<file path="src/rtl/im_loader_pkg.sv">
// Shared types and default geometry for the instruction-memory loader and the fetch unit.
package im_loader_pkg;

  localparam int unsigned BYTE_W    = 8;
  localparam int unsigned IM_DATA_W = 13;
  localparam int unsigned IM_ADDR_W = 5;
  localparam int unsigned IM_DEPTH  = 32;

  typedef enum logic [2:0] {
    StIdle,
    StCount,
    StHi,
    StLo,
    StWrite,
    StCksum,
    StFinish,
    StError
  } state_e;

endpackage

</file>
<file path="src/rtl/im_loader_if.sv">
// Host byte link plus instruction-memory write port; slave is the loader, master the host side.
interface im_loader_if #(
  parameter int unsigned DATA_W = im_loader_pkg::IM_DATA_W,
  parameter int unsigned ADDR_W = im_loader_pkg::IM_ADDR_W
);
  logic [7:0]        rx_data;
  logic              rx_valid;
  logic              rx_ready;
  logic              write_enable;
  logic [ADDR_W-1:0] write_address;
  logic [DATA_W-1:0] write_data;

  modport slave (
    input  rx_data,
    input  rx_valid,
    output rx_ready,
    output write_enable,
    output write_address,
    output write_data
  );

  modport master (
    output rx_data,
    output rx_valid,
    input  rx_ready,
    input  write_enable,
    input  write_address,
    input  write_data
  );
endinterface

</file>
<file path="src/rtl/im_loader.sv">
// Loads the instruction memory from a byte stream, two bytes per word, holding the core meanwhile.
// Define IM_LOADER_CKSUM_EN to require a trailing XOR checksum byte over all instruction bytes.
module im_loader
  import im_loader_pkg::*;
#(
  parameter int unsigned DATA_W = IM_DATA_W,
  parameter int unsigned ADDR_W = IM_ADDR_W,
  parameter int unsigned DEPTH  = IM_DEPTH
) (
  input  logic        clk,
  input  logic        reset,
  input  logic        start,
  im_loader_if.slave  bus,
  output logic        core_hold,
  output logic        busy,
  output logic        done,
  output logic        err
);

  state_e              state_q, state_d;
  logic [ADDR_W-1:0]   last_q, last_d;
  logic [ADDR_W-1:0]   cnt_q, cnt_d;
  logic [DATA_W-9:0]   hi_q, hi_d;
  logic [ADDR_W-1:0]   wr_addr_q, wr_addr_d;
  logic [DATA_W-1:0]   wr_data_q, wr_data_d;
  logic                busy_q, busy_d;
  logic                hold_q, hold_d;
  logic                err_q, err_d;
`ifdef IM_LOADER_CKSUM_EN
  logic [BYTE_W-1:0]   cksum_q, cksum_d;
`endif
  logic                rx_ready;
  logic                accept;

  always_comb begin
    rx_ready = 1'b0;
    unique case (state_q)
      StCount, StHi, StLo: rx_ready = 1'b1;
`ifdef IM_LOADER_CKSUM_EN
      StCksum:             rx_ready = 1'b1;
`endif
      default:             rx_ready = 1'b0;
    endcase
  end

  assign accept = bus.rx_valid && rx_ready;

  always_comb begin
    state_d   = state_q;
    last_d    = last_q;
    cnt_d     = cnt_q;
    hi_d      = hi_q;
    wr_addr_d = wr_addr_q;
    wr_data_d = wr_data_q;
    busy_d    = busy_q;
    hold_d    = hold_q;
    err_d     = err_q;
`ifdef IM_LOADER_CKSUM_EN
    cksum_d   = cksum_q;
`endif
    unique case (state_q)
      StIdle: begin
        if (start) begin
          state_d = StCount;
          busy_d  = 1'b1;
          hold_d  = 1'b1;
          err_d   = 1'b0;
          cnt_d   = '0;
`ifdef IM_LOADER_CKSUM_EN
          cksum_d = '0;
`endif
        end
      end
      StCount: begin
        if (accept) begin
          if (bus.rx_data != '0 && 32'(bus.rx_data) <= DEPTH) begin
            // Store N-1 so the last-word test is a plain equality on the counter.
            last_d  = ADDR_W'(bus.rx_data - 8'd1);
            state_d = StHi;
          end else begin
            state_d = StError;
            err_d   = 1'b1;
            busy_d  = 1'b0;
          end
        end
      end
      StHi: begin
        if (accept) begin
          hi_d    = bus.rx_data[DATA_W-9:0];
          state_d = StLo;
`ifdef IM_LOADER_CKSUM_EN
          cksum_d = cksum_q ^ bus.rx_data;
`endif
        end
      end
      StLo: begin
        if (accept) begin
          wr_data_d = {hi_q, bus.rx_data};
          wr_addr_d = cnt_q;
          state_d   = StWrite;
`ifdef IM_LOADER_CKSUM_EN
          cksum_d   = cksum_q ^ bus.rx_data;
`endif
        end
      end
      StWrite: begin
        if (cnt_q == last_q) begin
`ifdef IM_LOADER_CKSUM_EN
          state_d = StCksum;
`else
          state_d = StFinish;
          busy_d  = 1'b0;
          hold_d  = 1'b0;
`endif
        end else begin
          cnt_d   = cnt_q + ADDR_W'(1);
          state_d = StHi;
        end
      end
`ifdef IM_LOADER_CKSUM_EN
      StCksum: begin
        if (accept) begin
          if (bus.rx_data == cksum_q) begin
            state_d = StFinish;
            busy_d  = 1'b0;
            hold_d  = 1'b0;
          end else begin
            state_d = StError;
            err_d   = 1'b1;
            busy_d  = 1'b0;
          end
        end
      end
`endif
      StFinish: state_d = StIdle;
      StError:  state_d = StIdle;
      default:  state_d = StIdle;
    endcase
  end

  always_ff @(posedge clk) begin
    if (reset) begin
      state_q   <= StIdle;
      last_q    <= '0;
      cnt_q     <= '0;
      hi_q      <= '0;
      wr_addr_q <= '0;
      wr_data_q <= '0;
      busy_q    <= 1'b0;
      hold_q    <= 1'b0;
      err_q     <= 1'b0;
`ifdef IM_LOADER_CKSUM_EN
      cksum_q   <= '0;
`endif
    end else begin
      state_q   <= state_d;
      last_q    <= last_d;
      cnt_q     <= cnt_d;
      hi_q      <= hi_d;
      wr_addr_q <= wr_addr_d;
      wr_data_q <= wr_data_d;
      busy_q    <= busy_d;
      hold_q    <= hold_d;
      err_q     <= err_d;
`ifdef IM_LOADER_CKSUM_EN
      cksum_q   <= cksum_d;
`endif
    end
  end

  assign bus.rx_ready      = rx_ready;
  assign bus.write_enable  = (state_q == StWrite);
  assign bus.write_address = wr_addr_q;
  assign bus.write_data    = wr_data_q;
  assign done              = (state_q == StFinish);
  assign busy              = busy_q;
  assign core_hold         = hold_q;
  assign err               = err_q;

endmodule
</file>
<file path="src/flat_wrapper.sv">
// flat-port wrapper written by rule: the top's interface ports become plain ports
module im_loader_flat import im_loader_pkg::*;
#(
  parameter int unsigned DATA_W = IM_DATA_W,
  parameter int unsigned ADDR_W = IM_ADDR_W,
  parameter int unsigned DEPTH  = IM_DEPTH
)
  (clk, reset, start, core_hold, busy, done, err, bus_rx_data, bus_rx_valid, bus_rx_ready, bus_write_enable, bus_write_address, bus_write_data);
  im_loader_if #(.DATA_W(DATA_W), .ADDR_W(ADDR_W)) bus_i ();
  input  logic clk;
  input  logic reset;
  input  logic start;
  output logic core_hold;
  output logic busy;
  output logic done;
  output logic err;
  input wire logic [$bits(bus_i.rx_data)-1:0] bus_rx_data;
  input wire logic [$bits(bus_i.rx_valid)-1:0] bus_rx_valid;
  output wire logic [$bits(bus_i.rx_ready)-1:0] bus_rx_ready;
  output wire logic [$bits(bus_i.write_enable)-1:0] bus_write_enable;
  output wire logic [$bits(bus_i.write_address)-1:0] bus_write_address;
  output wire logic [$bits(bus_i.write_data)-1:0] bus_write_data;
  assign bus_i.rx_data = bus_rx_data;
  assign bus_i.rx_valid = bus_rx_valid;
  assign bus_rx_ready = bus_i.rx_ready;
  assign bus_write_enable = bus_i.write_enable;
  assign bus_write_address = bus_i.write_address;
  assign bus_write_data = bus_i.write_data;
  im_loader #(.DATA_W(DATA_W), .ADDR_W(ADDR_W), .DEPTH(DEPTH)) u_core (.clk(clk), .reset(reset), .start(start), .bus(bus_i), .core_hold(core_hold), .busy(busy), .done(done), .err(err));
endmodule
</file>
<file path="config.mk">
export PLATFORM = sky130hd
export DESIGN_NAME = im_loader_flat
export DESIGN_NICKNAME = d
export VERILOG_FILES = /design/src/rtl/im_loader_pkg.sv /design/src/rtl/im_loader_if.sv /design/src/rtl/im_loader.sv /design/src/flat_wrapper.sv
export SDC_FILE = /design/constraint.sdc
export NUM_CORES = 1
export LEC_CHECK = 0
export CORE_MARGIN = 1.5
export CORE_UTILIZATION = 43
export DETAILED_ROUTE_END_ITERATION = 7
export PLACE_DENSITY = 0.8
export SLEW_MARGIN = 20
export SYNTH_ARGS = -nofsm -noshare
export SYNTH_HDL_FRONTEND = slang
export SYNTH_SLANG_ARGS = --single-unit
export TNS_END_PERCENT = 100
</file>
<file path="constraint.sdc">
create_clock -name clk -period 1.5 [get_ports clk]
set_input_delay 0.375 -clock clk [delete_from_list [all_inputs] [get_ports clk]]
set_output_delay 0.375 -clock clk [all_outputs]
set_load 0.02 [all_outputs]
</file>
==> flow_summary.toml <==
[cts]
numCtsBuffers = 5
cts_tree = "done"
cts_sinks = 39
clockBufferDepth = 2
clk_latency_ps = 290
root_buffer = "clkbuf_8"
clkTransAtPathRegs_ps = 80
holdBufCountCts = 0
h-tree-depth = 2

[logic_synthesis]
syn_inst = 216
synth.area.top_cells = "dfxtp_1 (43%), nand2_1 (8.8%), a21oi_1 (5.4%), mux2i_1 (3.8%), nor2_1 (3.5%)"
yosysTopAreaCell = "dfxtp_1"
synth_top_area_frac = 0.425
synth-edff-count = 0
async_flop_share = 0
yosys-top-cells-count = "nand2_1 (43), dfxtp_1 (39), a21oi_1 (20)"
syn_avg_cell_area_um2 = 8.50
post-synth-top-count-cell = "nand2_1"
ys_warn_count = 0
synth-main-ff-cell = "dfxtp_1"
netlist_area_mm2 = 0.00184
yosysSeqAreaShare = 0.425
ys_types = 42
ys_seq_elements = 39
syn_nets = 231

[setup_path]
crit_required_ps = 1710
worstPathCellList = "or3b_4 -> buf_4 -> or2_4 -> a211o_1 -> o22ai_1"
critical_path.endpoint = "u_core.cnt_q[4]"
reg2reg_from = "u_core.state_q[1]"
rrSetupSlack_ps = -90
cp-startpoint = "u_core.state_q[1]"
path_class = "reg -> reg"
slowest_stage = "or3b_4"
cp-end-kind = "flip-flop"
reg2regPathDepth = 5
rr_endpoint = "u_core.cnt_q[4]"
slowest_delay_ps = 410
cp_max_fo = 4
arrival_ps = 1800
worstSetupStartpointType = "flip-flop"

[drt]
firstDrtPassIters = 4
ant_nets = 0
drt_wl_total_mm = 4.87
wire_per_inst_um = 14.4
drc_errors = 0
drt_iter0_markers = 100
post_drt_via_cell_ratio = 5.44
vias = 1844

[sta]
final.setup.tns_ps = -335
fmax_mhz = 629
fin_crit_ps = 1590
whs_ps = 419
fin_ws_ps = -90.4
fin_skew_ps = 4.76
post-route-period-util = 1.06
slew_headroom = 0.746
finalSetupViolCount = 9
rsz0062_at_grt = "true"
hold_viol = 0
maxSlewViolCount = 0
worstMarginPinSlew_ps = 380

[power_and_ir_drop]
switchingPower_mw = 1.10
finalPower_mw = 3.19
seqPwrFrac = 0.374
max-vdd-ir-drop_mv = 0.693
power_switching_share = 0.344
power.leakage_nw = 1.11
p_comb_frac = 0.411
p_per_area_mw_per_mm2 = 1170
internal-power_mw = 2.09
clkPwrFrac = 0.215

[grt]
grtUsageTotal = 0.218
grt_max_degree = 32
grt_first_pass_wirelength_mm = 7.58
grt_pass1_vias = 1637
antenna_found_initial = 0
overflow = 0

[final_layout]
antenna-diode-count = 0
finalNetCount = 303
drive_above_1_share = 0.287
n_fill_cell = 319
layout-area-overhead-vs-synth_pct = 48.1
postLayoutCellArea_mm2 = 0.00272

[die]
die_x_um = 68.4
dieArea_mm2 = 0.00467
rows = 23
io_pins = 36
start_util = 0.453
die_h_um = 68.4
coreArea_mm2 = 0.00406

[min_path]
min_path_type = "in -> reg"
min_from = "bus_rx_data[0]"

[place]
place_area_mm2 = 0.00251
dp_hpwl_mm = 3.22
dpl_worst_slack_ps = -622
port_buffers = 35
place.gp.congestion = 0.856

[outcome]
status = "finished with violations"
violations = "setup timing"

[job]
maxCapViolations = 0
==> metrics by stage <==
step | util | instances
3_5_place_dp | 0.618 | 325
3_3_place_gp | 0.618 | 325
4_1_cts | 0.648 | 337
2_1_floorplan | - | 216
6_report | 0.670 | 339
5_1_grt | 0.670 | 339
==> state kept, by name, indices dropped and copies added, names as in the netlist <==
| register | flops |
|---|---|
| u_core.err | 1 |
| u_core.hi_q | 5 |
| u_core.cnt_q | 5 |
| u_core.bus.write_address | 5 |
| u_core.busy | 1 |
| u_core.bus.write_data | 13 |
| u_core.core_hold | 1 |
| u_core.state_q | 3 |
| u_core.last_q | 5 |
==> layout make-up <==
class / instances / area (um2) / area share
Timing Repair Buffer: 76 / 652 / 0.240
Sequential cell: 39 / 785 / 0.288
Inverter: 6 / 25.0 / 0.00920
Multi-Input combinational cell: 160 / 1110 / 0.410
Clock inverter: 1 / 5.00 / 0.00184
Tap cell: 50 / 62.6 / 0.0230
Clock buffer: 7 / 76.3 / 0.0281
==> worst min-delay path by stage <==
stage / cells past startpoint / endpoint
floorplan: 2 / u_core.bus.write_data[10]
global placement: 2 / u_core.bus.write_address[2]
detailed placement: 2 / u_core.bus.write_address[1]
CTS: 3 / u_core.last_q[0]
global route: 3 / u_core.last_q[0]
finish: 3 / u_core.last_q[0]
==> power by group through the flow <==
stage	Clock (mW)	Combinational (mW)	Sequential, mW
CTS	0.707	1.22	1.19
global placement	0	1.16	1.20
global route	0.743	1.42	1.20
detailed placement	0	1.18	1.21
finish	0.687	1.31	1.19
floorplan	0	0.599	1.25
==> metal layers <==
metal / global-route usage / vias up / part of all wire
li1: - / 902 / -
met1: 0.264 / 869 / 0.43
met2: 0.369 / 57 / 0.50
met3: 0.0526 / 16 / 0.042
met4: 0.0900 / 0 / 0.028
met5: 0 / - / 0
==> worst max-delay path, delay by kind of cell (launching register included) <==
kind	cells	cell delay [ps]
simple gates	2	650
compound gates	2	380
flops	1	330
buf+inv	1	150
==> cell usage in the layout (no fill, tap or decap), types with 6 or more instances in the layout <==
| cell | count |
|---|---|
| nand2_1 | 43 |
| buf_4 | 36 |
| dfxtp_1 | 36 |
| dlygate4sd2_1 | 24 |
| a21oi_1 | 20 |
| nor2_1 | 15 |
| mux2i_1 | 6 |
| a31oi_1 | 6 |
==> logic make-up (layout without fill, tap and decap cells) <==
kind of cell	Yosys count	in the layout	synth area share
AND/OR/NAND/NOR	89	89	0.236
multiplexers	7	7	0.0381
flip-flops	39	39	0.425
buffers and inverters	17	90	0.0388
AO/OA/AOI/OAI	50	50	0.185
adder cells (fa/ha/maj)	3	3	0.0204
XOR/XNOR	11	11	0.0565
==> repair_timing <==
item / in CTS / in global routing
pin swaps: 11 / 6
gates resized for setup: 63 / 16
endpoints found under the setup margin: 36 / 15
cloned: 0 / 0
hold endpoints to repair: 0 / 0
buffers inserted: 4 / 2
Power figures use the tool's default switching activity.
